[config.mk]
export PLATFORM = sky130hd
export DESIGN_NAME = vga_capture
export DESIGN_NICKNAME = d
export VERILOG_FILES = /design/src/rtl/vga_capture.sv
export SDC_FILE = /design/constraint.sdc
export NUM_CORES = 1
export LEC_CHECK = 0
export CAP_MARGIN = 25
export CORE_MARGIN = 8
export CORE_UTILIZATION = 59
export DETAILED_ROUTE_END_ITERATION = 16
export PLACE_DENSITY = 0.94
export SLEW_MARGIN = 20
export SYNTH_ARGS = -nofsm -noshare
export SYNTH_HDL_FRONTEND = slang
export SYNTH_SLANG_ARGS = --single-unit
[constraint.sdc]
create_clock -name vga_clk -period 10.54 [get_ports vga_clk]
set_input_delay 3.162 -clock vga_clk [delete_from_list [all_inputs] [get_ports vga_clk]]
set_output_delay 3.162 -clock vga_clk [all_outputs]
set_load 0.01 [all_outputs]
[src/rtl/vga_capture.sv]
// VGA frame grabber: measures incoming sync timing, locks after one verified
// frame and streams active RGB565 pixels to a frame buffer write port.
module vga_capture #(
  parameter int unsigned H_SYNC  = 96,
  parameter int unsigned H_BACK  = 48,
  parameter int unsigned H_DISP  = 640,
  parameter int unsigned H_TOTAL = 800,
  parameter int unsigned V_SYNC  = 2,
  parameter int unsigned V_BACK  = 33,
  parameter int unsigned V_DISP  = 480,
  parameter int unsigned V_TOTAL = 525
) (
  input  logic        vga_clk,
  input  logic        sys_rst,
  input  logic        vga_hs,
  input  logic        vga_vs,
  input  logic [15:0] vga_rgb,
  input  logic        cap_en,
  output logic        wr_en,
  output logic [18:0] wr_addr,
  output logic [15:0] wr_data,
  output logic        frame_start,
  output logic        frame_done,
  output logic        locked,
  output logic        line_err
);

  typedef enum logic [1:0] {S_UNLOCK, S_CHECK, S_CAPTURE, S_SKIP} state_t;

  localparam logic [9:0]  CNT_MAX   = '1;
  localparam logic [18:0] LAST_ADDR = 19'(H_DISP * V_DISP - 1);

  state_t      state, state_nxt;
  logic        hs_r, vs_r, hs_d, vs_d;
  logic [15:0] rgb_r;
  logic [9:0]  h_cnt, v_cnt;
  logic        hs_fall, vs_fall;
  logic        h_bad, v_bad, err;
  logic        frame_ok, frame_ok_nxt;
  logic        locked_nxt, start_nxt;
  logic        h_act, v_act, wr_nxt;
  logic [18:0] pix_idx;
  logic        frame_full;

  always_ff @(posedge vga_clk or posedge sys_rst) begin
    if (sys_rst) begin
      hs_r  <= 1'b1;
      vs_r  <= 1'b1;
      hs_d  <= 1'b1;
      vs_d  <= 1'b1;
      rgb_r <= '0;
    end else begin
      hs_r  <= vga_hs;
      vs_r  <= vga_vs;
      hs_d  <= hs_r;
      vs_d  <= vs_r;
      rgb_r <= vga_rgb;
    end
  end

  assign hs_fall = hs_d & ~hs_r;
  assign vs_fall = vs_d & ~vs_r;

  always_ff @(posedge vga_clk or posedge sys_rst) begin
    if (sys_rst) begin
      h_cnt <= '0;
      v_cnt <= '0;
    end else begin
      if (hs_fall)
        h_cnt <= '0;
      else if (h_cnt != CNT_MAX)
        h_cnt <= h_cnt + 10'd1;

      if (vs_fall)
        v_cnt <= '0;
      else if (hs_fall && (v_cnt != CNT_MAX))
        v_cnt <= v_cnt + 10'd1;
    end
  end

  // A frame boundary line is judged by the frame check, not the line check.
  assign h_bad = hs_fall & ~vs_fall & ((32'(h_cnt) + 32'd1) != H_TOTAL);
  assign v_bad = vs_fall & ((32'(v_cnt) + 32'd1) != V_TOTAL);
  assign err   = h_bad | v_bad;

  always_ff @(posedge vga_clk or posedge sys_rst) begin
    if (sys_rst) begin
      state    <= S_UNLOCK;
      frame_ok <= 1'b0;
      locked   <= 1'b0;
    end else begin
      state    <= state_nxt;
      frame_ok <= frame_ok_nxt;
      locked   <= locked_nxt;
    end
  end

  always_comb begin
    state_nxt    = state;
    frame_ok_nxt = frame_ok;
    locked_nxt   = locked;
    start_nxt    = 1'b0;
    case (state)
      S_UNLOCK: begin
        locked_nxt = 1'b0;
        if (vs_fall) begin
          state_nxt    = S_CHECK;
          frame_ok_nxt = 1'b1;
        end
      end
      S_CHECK: begin
        if (vs_fall) begin
          if (frame_ok && !err) begin
            locked_nxt = 1'b1;
            state_nxt  = cap_en ? S_CAPTURE : S_SKIP;
            start_nxt  = cap_en;
          end else begin
            frame_ok_nxt = 1'b1;
          end
        end else if (err) begin
          frame_ok_nxt = 1'b0;
        end
      end
      S_CAPTURE, S_SKIP: begin
        if (err) begin
          state_nxt  = S_UNLOCK;
          locked_nxt = 1'b0;
        end else if (vs_fall) begin
          state_nxt = cap_en ? S_CAPTURE : S_SKIP;
          start_nxt = cap_en;
        end
      end
      default: begin
        state_nxt  = S_UNLOCK;
        locked_nxt = 1'b0;
      end
    endcase
  end

  assign h_act = (32'(h_cnt) >= H_SYNC + H_BACK) &&
                 (32'(h_cnt) <  H_SYNC + H_BACK + H_DISP);
  assign v_act = (32'(v_cnt) >= V_SYNC + V_BACK) &&
                 (32'(v_cnt) <  V_SYNC + V_BACK + V_DISP);

  // Frame-boundary cycles carry stale counters, so they never write.
  assign wr_nxt = (state == S_CAPTURE) && !err && !vs_fall &&
                  h_act && v_act && !frame_full;

  always_ff @(posedge vga_clk or posedge sys_rst) begin
    if (sys_rst) begin
      wr_en       <= 1'b0;
      wr_addr     <= '0;
      wr_data     <= '0;
      frame_start <= 1'b0;
      frame_done  <= 1'b0;
      line_err    <= 1'b0;
      pix_idx     <= '0;
      frame_full  <= 1'b0;
    end else begin
      wr_en       <= wr_nxt;
      frame_start <= start_nxt;
      frame_done  <= wr_nxt && (pix_idx == LAST_ADDR);
      line_err    <= err;
      if (start_nxt) begin
        pix_idx    <= '0;
        wr_addr    <= '0;
        frame_full <= 1'b0;
      end else if (wr_nxt) begin
        wr_addr <= pix_idx;
        wr_data <= rgb_r;
        pix_idx <= pix_idx + 19'd1;
        if (pix_idx == LAST_ADDR)
          frame_full <= 1'b1;
      end
    end
  end

endmodule

==> results of run 1 <==
## synthesized netlist by cell type, drive strengths merged, types with 6 or more instances
master | n | share of area
dfrtp | 99 | 0.54
nand2 | 60 | 0.049
nor2 | 38 | 0.031
o21ai | 27 | 0.030
xnor2 | 22 | 0.042
nor4 | 17 | 0.025
clkbuf | 16 | 0.013
mux2 | 16 | 0.039
nand3 | 13 | 0.014
a21oi | 12 | 0.013
inv | 12 | 0.0098
nand4 | 10 | 0.015
buf | 8 | 0.011
nor3 | 8 | 0.011
a31oi | 6 | 0.0082
nand2b | 6 | 0.0082
xor2 | 6 | 0.011
## state kept, by name, summed over array words and instances (netlist names), 2 cells and up
signal	cells
wr_data	16
v_cnt	10
h_cnt	10
state	2
wr_addr	19
rgb_r	16
pix_idx	19
## where the power goes
| part | total (mW) | leakage, nW | switching (mW) | internal [mW] |
|---|---|---|---|---|
| registers | 0.429 | 1.23 | 0.0177 | 0.411 |
| clock network | 0.244 | 0.0935 | 0.133 | 0.111 |
| logic | 0.0575 | 0.989 | 0.0320 | 0.0255 |
## cell families after synthesis
group	after synthesis	share of synthesized area
xor+xnor	28	0.0536
flops	103	0.565
buf+inv	36	0.0342
compound gates	64	0.0875
mux	20	0.0481
simple gates	180	0.198
fa+ha+maj	5	0.0137
## per-stage QoR
step | std cells | total power [mW] | hold WS [ns] | area (um^2) | util
final | 597 | 0.731 | 0.378 | 5440 | 0.715
after global routing | 597 | 0.759 | 0.387 | 5440 | 0.715
after CTS | 595 | 0.734 | 0.379 | 5430 | 0.713
after detailed placement | 579 | 0.492 | 0.366 | 5240 | 0.688
after global placement | 579 | 0.487 | 0.362 | 5240 | 0.688
after floorplan | 436 | 0.470 | 0.358 | 4570 | -
## layout by cell type, fill, tap and decap left out, types with 4 or more instances in the layout
cell / netlist / layout
clkdlybuf4s50_1: 0 / 60
dfrtp_1: 99 / 99
nand4_1: 9 / 9
dfstp_2: 4 / 4
clkbuf_8: 0 / 9
xnor2_1: 22 / 22
mux2_2: 16 / 16
ha_1: 5 / 5
inv_1: 12 / 11
a21oi_1: 12 / 12
o21ai_0: 27 / 27
buf_4: 2 / 7
or3_1: 4 / 4
nor4_1: 16 / 16
nand3_1: 13 / 13
a31oi_1: 6 / 6
and3_1: 4 / 4
nand2_1: 60 / 60
nor2_1: 38 / 38
mux2i_1: 4 / 4
nor3_1: 7 / 7
nand2b_1: 6 / 6
nor2b_1: 4 / 4
xor2_1: 6 / 6
## routing by layer
layer | up-vias | global-route usage | share of wire
met2 | 130 | 0.300 | 0.48
li1 | 1618 | - | -
met4 | 0 | 0.0858 | 0.026
met3 | 29 | 0.0539 | 0.075
met1 | 1685 | 0.235 | 0.42
met5 | - | 0 | 0
## final timing paths
check / start / end
worst max register to register: h_cnt[5] / wr_data[12]
max in group asynchronous: sys_rst / locked
min in group asynchronous: sys_rst / wr_data[9]
worst min-delay path: vs_r / vs_d
worst max-delay path: wr_data[6] / wr_data[6]
worst min register to register: vs_r / vs_d
## layout make-up
cell class                      instances  share of cell area
Clock inverter                          5              0.0110
Inverter                               12             0.00874
Sequential cell                       103               0.474
Multi-Input combinational cell        297               0.338
Tap cell                              102              0.0234
Clock buffer                           11              0.0241
Timing Repair Buffer                   67               0.120
==> results_dict.tcl, run 1 <==
set metrics [dict create \
    htreeDepth 3 \
    maxSlewHeadroom 0.418 \
    cp-start-kind "flip-flop" \
    hold_buffers 0 \
    wl_per_cell_um 16.7 \
    wl_um 10000 \
    ys_seq_area_frac 0.565 \
    vias 3462 \
    die_h_um 104 \
    drtIter0Drc 344 \
    post-place-ws_ns 5.66 \
    nets 516 \
    syn_nets 462 \
    netlist_area_mm2 0.00457 \
    cap_violations 0 \
    cp_cell_sequence "clkdlybuf4s50_1" \
    cts_sinks 103 \
    multi_input_area_mm2 0.00184 \
    min_path_cells 0 \
    synth_edf_count 0 \
    antenna_found_initial 0 \
    finalClockSkew_ns 0.0112 \
    via_per_inst 5.80 \
    cts_buffer_depth 2 \
    r2r_slack_ns 7.48 \
    crit_type "reg2out" \
    critPathBufInv 1 \
    critical_path_depth 1 \
    rsz0062_at_grt "false" \
    worstMarginPinSlew_ns 0.873 \
    drc 0 \
    clock_latency_ns 0.36 \
    die_area_mm2 0.0108 \
    port-buffer-count 60 \
    arrival_ns 1.33 \
    area_growth_pct 19.0 \
    drive_gt1_frac 0.109 \
    slowest_delay_ns 0.57 \
    grtUsageTotal 0.189 \
    tns_ns 0 \
    grt_max_degree 73 \
    grt_pass1_vias 3499 \
    async_flop_share 1.00 \
    gr-total-overflow 0 \
    max_freq_mhz 223 \
    drv_slew 0 \
    yosys_register_bits 103 \
    worst_slack_ns 6.05 \
    core_area_mm2 0.00761 \
    synth_ff_type "dfrtp_1" \
    routabilityCongestion 0.910 \
    grt_pass1_wl_um 16900 \
    hold_viol_final 0 \
    start_util 0.601 \
    ys.warnings.count 0 \
    leakagePower_nw 2.31 \
    end_kind "output pin" \
    num-fill-cells 517 \
    root_buffer "clkbuf_8" \
    clk_pin_slew_ns 0.09 \
    first_pass_iters 6 \
    cts-buffers-inserted 9 \
    cts_setup_buffers 0 \
    p_per_area_mw_per_mm2 134 \
    min_period_ns 4.49 \
    crit_required_ns 7.38 \
    dp_hpwl_um 6660 \
    diodes 0 \
    ys_types 52 \
    final.period_utilization 0.426 \
    cp_slowest_cell "clkdlybuf4s50_1" \
    regArea_mm2 0.00258 \
    ir_drop_mv 0.103 \
    hold_class "reg2reg" \
    die_x_um 104 \
    outcome "completed" \
    setup_viol 0 \
    cts_tree "done" \
    reg2reg_depth 8 \
    crit_family "buffers and inverters" \
    postSynthCellCount 436 \
    ios 61 \
    cts_resized 0 \
    crit_fanout 2 \
    synth.avg_cell_area_um2 10.5 \
    num_rows 32 \
    final_antenna_net_count 0 \
]
Note: power is estimated with default switching activity, not from simulation.
==> inputs of run 2 (changes only) <==
CORE_UTILIZATION = 55   (was 59)
PLACE_DENSITY = 0.89   (was 0.94)
clock period = 4.65 ns   (was 10.54 ns; I/O delays follow)
==> run 2 against run 1 <==
  * Sequential power up 130%
  * Cell count increased by 0.67%
  * Setup slack lost 4.3 ns
  * Sequential cell count unchanged
  * Via count shrank 0.90%
  * Critical endpoint is now wr_data[3]
==> results_dict.tcl, run 2 (synthesized netlist as in run 1, its figures left out) <==
set metrics [dict create \
    leakagePower_nw 2.33 \
    critPathBufInv 2 \
    crit_required_ns 4.93 \
    crit_fanout 40 \
    cp_slowest_cell "or4_1" \
    clock_latency_ns 0.38 \
    start_util 0.562 \
    port-buffer-count 60 \
    wl_um 9880 \
    maxSlewHeadroom 0.394 \
    gr-total-overflow 0 \
    die_area_mm2 0.0115 \
    cts_resized 0 \
    reg2reg_depth 8 \
    cts_setup_buffers 0 \
    rr_startpoint "h_cnt[5]" \
    cts-buffers-inserted 9 \
    die_h_um 107 \
    grt_pass1_wl_um 16900 \
    antenna_found_initial 0 \
    final.period_utilization 0.623 \
    drv_slew 0 \
    core_area_mm2 0.00813 \
    min_path_cells 0 \
    grt_pass1_vias 3600 \
    cts_sinks 103 \
    first_pass_iters 4 \
    nets 517 \
    post-place-ws_ns 1.49 \
    cp-start-kind "flip-flop" \
    wl_per_cell_um 16.4 \
    crit_family "simple AND/OR/NAND/NOR gates" \
    finalClockSkew_ns 0.0172 \
    end_kind "flip-flop" \
    die_x_um 107 \
    diodes 0 \
    min_from "hs_r" \
    drc 0 \
    p_per_area_mw_per_mm2 311 \
    cts_tree "done" \
    finalPower_mw 1.71 \
    cp_cell_sequence "nand4_2 -> or4_1 -> a221oi_2 -> a211oi_2 -> buf_4 -> nor3_4 -> buf_4 -> mux2_2" \
    ir_drop_mv 0.172 \
    final_antenna_net_count 0 \
    routabilityCongestion 0.885 \
    arrival_ns 3.18 \
    setup_viol 0 \
    vias 3431 \
    path_common_cell "buf_4" \
    r2r_slack_ns 1.75 \
    worstHoldEndpoint "hs_d" \
    reg_top3 "pix_idx (19), wr_addr (19)" \
    worstMarginPinSlew_ns 0.907 \
    hold_buffers 0 \
    cap_violations 0 \
    tns_ns 0 \
    via_per_inst 5.71 \
    layout_commonest_cell "dfrtp_1" \
    cts_buffer_depth 2 \
    drive_gt1_frac 0.115 \
    dp_hpwl_um 6870 \
    rsz0062_at_grt "false" \
    htreeDepth 3 \
    grtUsageTotal 0.181 \
    max_freq_mhz 345 \
    num_rows 33 \
    holdWs_ns 0.375 \
    grt_max_degree 46 \
    slowest_delay_ns 0.54 \
    r2r_end "wr_data[3]" \
    area_growth_pct 20.1 \
    root_buffer "clkbuf_8" \
    clk_pin_slew_ns 0.11 \
    mostFrequentLayoutCells "99 x dfrtp_1, 60 x nand2_1, 60 x clkdlybuf4s50_1, 38 x nor2_1, 27 x o21ai_0" \
    outcome "completed" \
    min_period_ns 2.90 \
    hold_class "reg2reg" \
    fin_util 0.675 \
    ios 61 \
    hold_viol_final 0 \
    worst_slack_ns 1.75 \
    crit_type "reg2reg" \
    drtIter0Drc 132 \
]
## run 2: power by group
| group | internal, mW | switching, mW | leakage, nW | total [mW] |
|---|---|---|---|---|
| sequential | 0.933 | 0.0411 | 1.23 | 0.974 |
| combinational | 0.0574 | 0.0695 | 0.998 | 0.127 |
| clock | 0.267 | 0.344 | 0.109 | 0.611 |
## run 2: through the flow
stage,cell area [um^2],cells
finish,5490,601
global route,5490,601
CTS,5490,601
detailed placement,5260,585
global placement,5260,584
floorplan,4570,436
## run 2: how the worst max path moves through the flow
stage                     cells past startpoint  slack [ns]     start          to
after floorplan                               1        0.56   sys_rst  frame_done
after global placement                        3        1.60    cap_en  wr_addr[3]
after detailed placement                      3        1.49    cap_en  pix_idx[9]
after CTS                                     8        1.76  h_cnt[5]  wr_data[3]
after global routing                          8        1.54  h_cnt[5]  wr_data[3]
final                                         8        1.75  h_cnt[5]  wr_data[3]
## run 2: cell type report
type,count,area (um^2)
Tap cell,105,131
Inverter,12,47.5
Sequential cell,103,2580
Clock buffer,9,124
Multi-Input combinational cell,297,1850
Clock inverter,7,101
Fill cell,624,2640
Timing Repair Buffer,68,661
## run 2: metal layers
metal	track usage	part of all wire	up-vias
met1	0.215	0.42	1716
met2	0.309	0.52	79
li1	-	-	1618
met4	0.0744	0.017	0
met5	0	0	-
met3	0.0414	0.042	18
## run 2: worst reg2reg max path, stage by stage, from the launching register on
cell and delay (ns):
dfrtp_1 0.47, nand4_2 0.19, or4_1 0.54, a221oi_2 0.33, a211oi_2 0.11, buf_4 0.21
nor3_4 0.19, buf_4 0.36, mux2_2 0.39
==> inputs of run 3 (changes only) <==
CORE_UTILIZATION = 49   (was 55)
PLACE_DENSITY = 0.84   (was 0.89)
clock period = 2.51 ns   (was 4.65 ns; I/O delays follow)
==> run 3 against run 2 <==
  * Non-clock buffer count rose by 38
  * Critical path type unchanged
  * Die area increased by 10%
  * Wire length increased by 12%
  * Global-route usage shrank 0.89 points
  * Clock skew down 0.0044 ns
  * Combinational power up 150%
  * Count of clock-buffer cells in the layout did not move
  * Clock power grew 60%
  * Core utilization is 2.3 points lower
  * Total power up 80%
  * First-iteration DRC count increased by 67%
==> results_dict.tcl, run 3 (synthesized netlist as in run 1, its figures left out) <==
set metrics [dict create \
    outcome "completed" \
    fin_util 0.652 \
    arrival_ns 2.75 \
    start_util 0.500 \
    post-place-ws_ns -0.0160 \
    antenna_found_initial 0 \
    dp_hpwl_um 7150 \
    finalClockSkew_ns 0.0129 \
    cp-start-kind "flip-flop" \
    port-buffer-count 60 \
    finalPower_mw 3.08 \
    min_from "vs_r" \
    min_path_cells 0 \
    cp_slowest_cell "or4_4" \
    stdcell_area_mm2 0.00597 \
    cap_violations 0 \
    final.period_utilization 0.989 \
    worst_slack_ns 0.0274 \
    crit_family "simple AND/OR/NAND/NOR gates" \
    grt_pass1_vias 3652 \
    final_antenna_net_count 0 \
    cts_buffer_depth 2 \
    drive_gt1_frac 0.203 \
    grt_max_degree 34 \
    rsz0062_at_grt "true" \
    num_rows 35 \
    grt-busiest-layer "met2" \
    hold_class "reg2reg" \
    vias 3681 \
    max_freq_mhz 403 \
    drv_slew 0 \
    crit_type "reg2reg" \
    cts_sinks 103 \
    critPathBufInv 1 \
    ir_drop_mv 0.316 \
    crit_fanout 17 \
    worstMarginPinSlew_ns 0.515 \
    reg2reg_depth 8 \
    rr_startpoint "h_cnt[6]" \
    p_per_area_mw_per_mm2 517 \
    layout_commonest_cell "dfrtp_1" \
    diodes 0 \
    critical_path_depth 8 \
    drc 0 \
    die_h_um 113 \
    leakagePower_nw 2.57 \
    crit_required_ns 2.78 \
    hold_viol_final 0 \
    placed_area_mm2 0.00550 \
    grt_pass1_wl_um 17800 \
    die_area_mm2 0.0127 \
    via_per_inst 5.72 \
    core_area_mm2 0.00915 \
    reg_top3 "pix_idx (19), wr_addr (19)" \
    slowest_delay_ns 0.51 \
    cts_tree "done" \
    grtUsageTotal 0.172 \
    ios 61 \
    clk_pin_slew_ns 0.11 \
    wl_um 11100 \
    min_period_ns 2.48 \
    met1_usage 0.223 \
    grt_use_met2 0.259 \
    wl_per_cell_um 17.2 \
    mostFrequentLayoutCells "99 x dfrtp_1, 60 x clkdlybuf4s50_1, 59 x nand2_1, 38 x nor2_1, 37 x buf_4" \
    drtIter0Drc 220 \
    cp-startpoint "h_cnt[6]" \
    routabilityCongestion 0.866 \
    htreeDepth 3 \
    cts-buffers-inserted 9 \
    end_kind "flip-flop" \
    cp_cell_sequence "nand4_2 -> or4_4 -> a221oi_4 -> a211oi_4 -> buf_4 -> nor4_1 -> xnor2_1 -> nor2_1" \
    area_growth_pct 30.4 \
    tns_ns 0 \
    grt_util_met3 0.0548 \
    setup_viol 0 \
    first_pass_iters 4 \
    gr-total-overflow 0 \
    clock_latency_ns 0.37 \
    nets 555 \
    root_buffer "clkbuf_8" \
    maxSlewHeadroom 0.656 \
    die_x_um 113 \
]
[run 3: timing repair]
item | in CTS | in global routing
pin swaps | 2 | 6
gates resized for setup | 1 | 25
gates cloned | 1 | 1
setup endpoints to repair | 28 | 55
hold buffers | 0 | 0
buffers inserted | 3 | 9
[run 3: worst paths after layout]
kind	end	slack, ns
setup / recovery	pix_idx[8]	0.03
hold reg to reg	vs_d	0.38
min in group asynchronous	rgb_r[13]	0.77
hold / removal	vs_d	0.38
setup reg to reg	pix_idx[8]	0.03
max in group asynchronous	hs_d	1.15
[run 3: area by class of cell]
class / count / area, um^2
timing repair buffer: 106 / 1060
multi-input combinational: 297 / 1960
clock buffer: 9 / 124
clock inverter: 6 / 53.8
inverter: 12 / 48.8
sequential: 103 / 2580
tap: 111 / 139
fill: 646 / 3190
[run 3: per-layer routing]
metal	share of wire	up-vias
met5	0	-
met4	0.024	0
met3	0.062	28
met2	0.48	132
met1	0.44	1825
li1	-	1696
[run 3: metrics by stage]
| stage | instances | hold slack [ns] |
|---|---|---|
| 4_1_cts | 634 | 0.385 |
| 2_1_floorplan | 436 | 0.358 |
| 3_5_place_dp | 615 | 0.366 |
| 5_1_grt | 644 | 0.398 |
| 6_report | 644 | 0.384 |
| 3_3_place_gp | 615 | 0.368 |
[run 3: power breakdown]
group          internal (mW)  total, mW  switching [mW]  leakage, nW
combinational          0.155      0.316           0.161         1.25
sequential              1.73       1.79          0.0648         1.23
clock                  0.373      0.975           0.602       0.0882
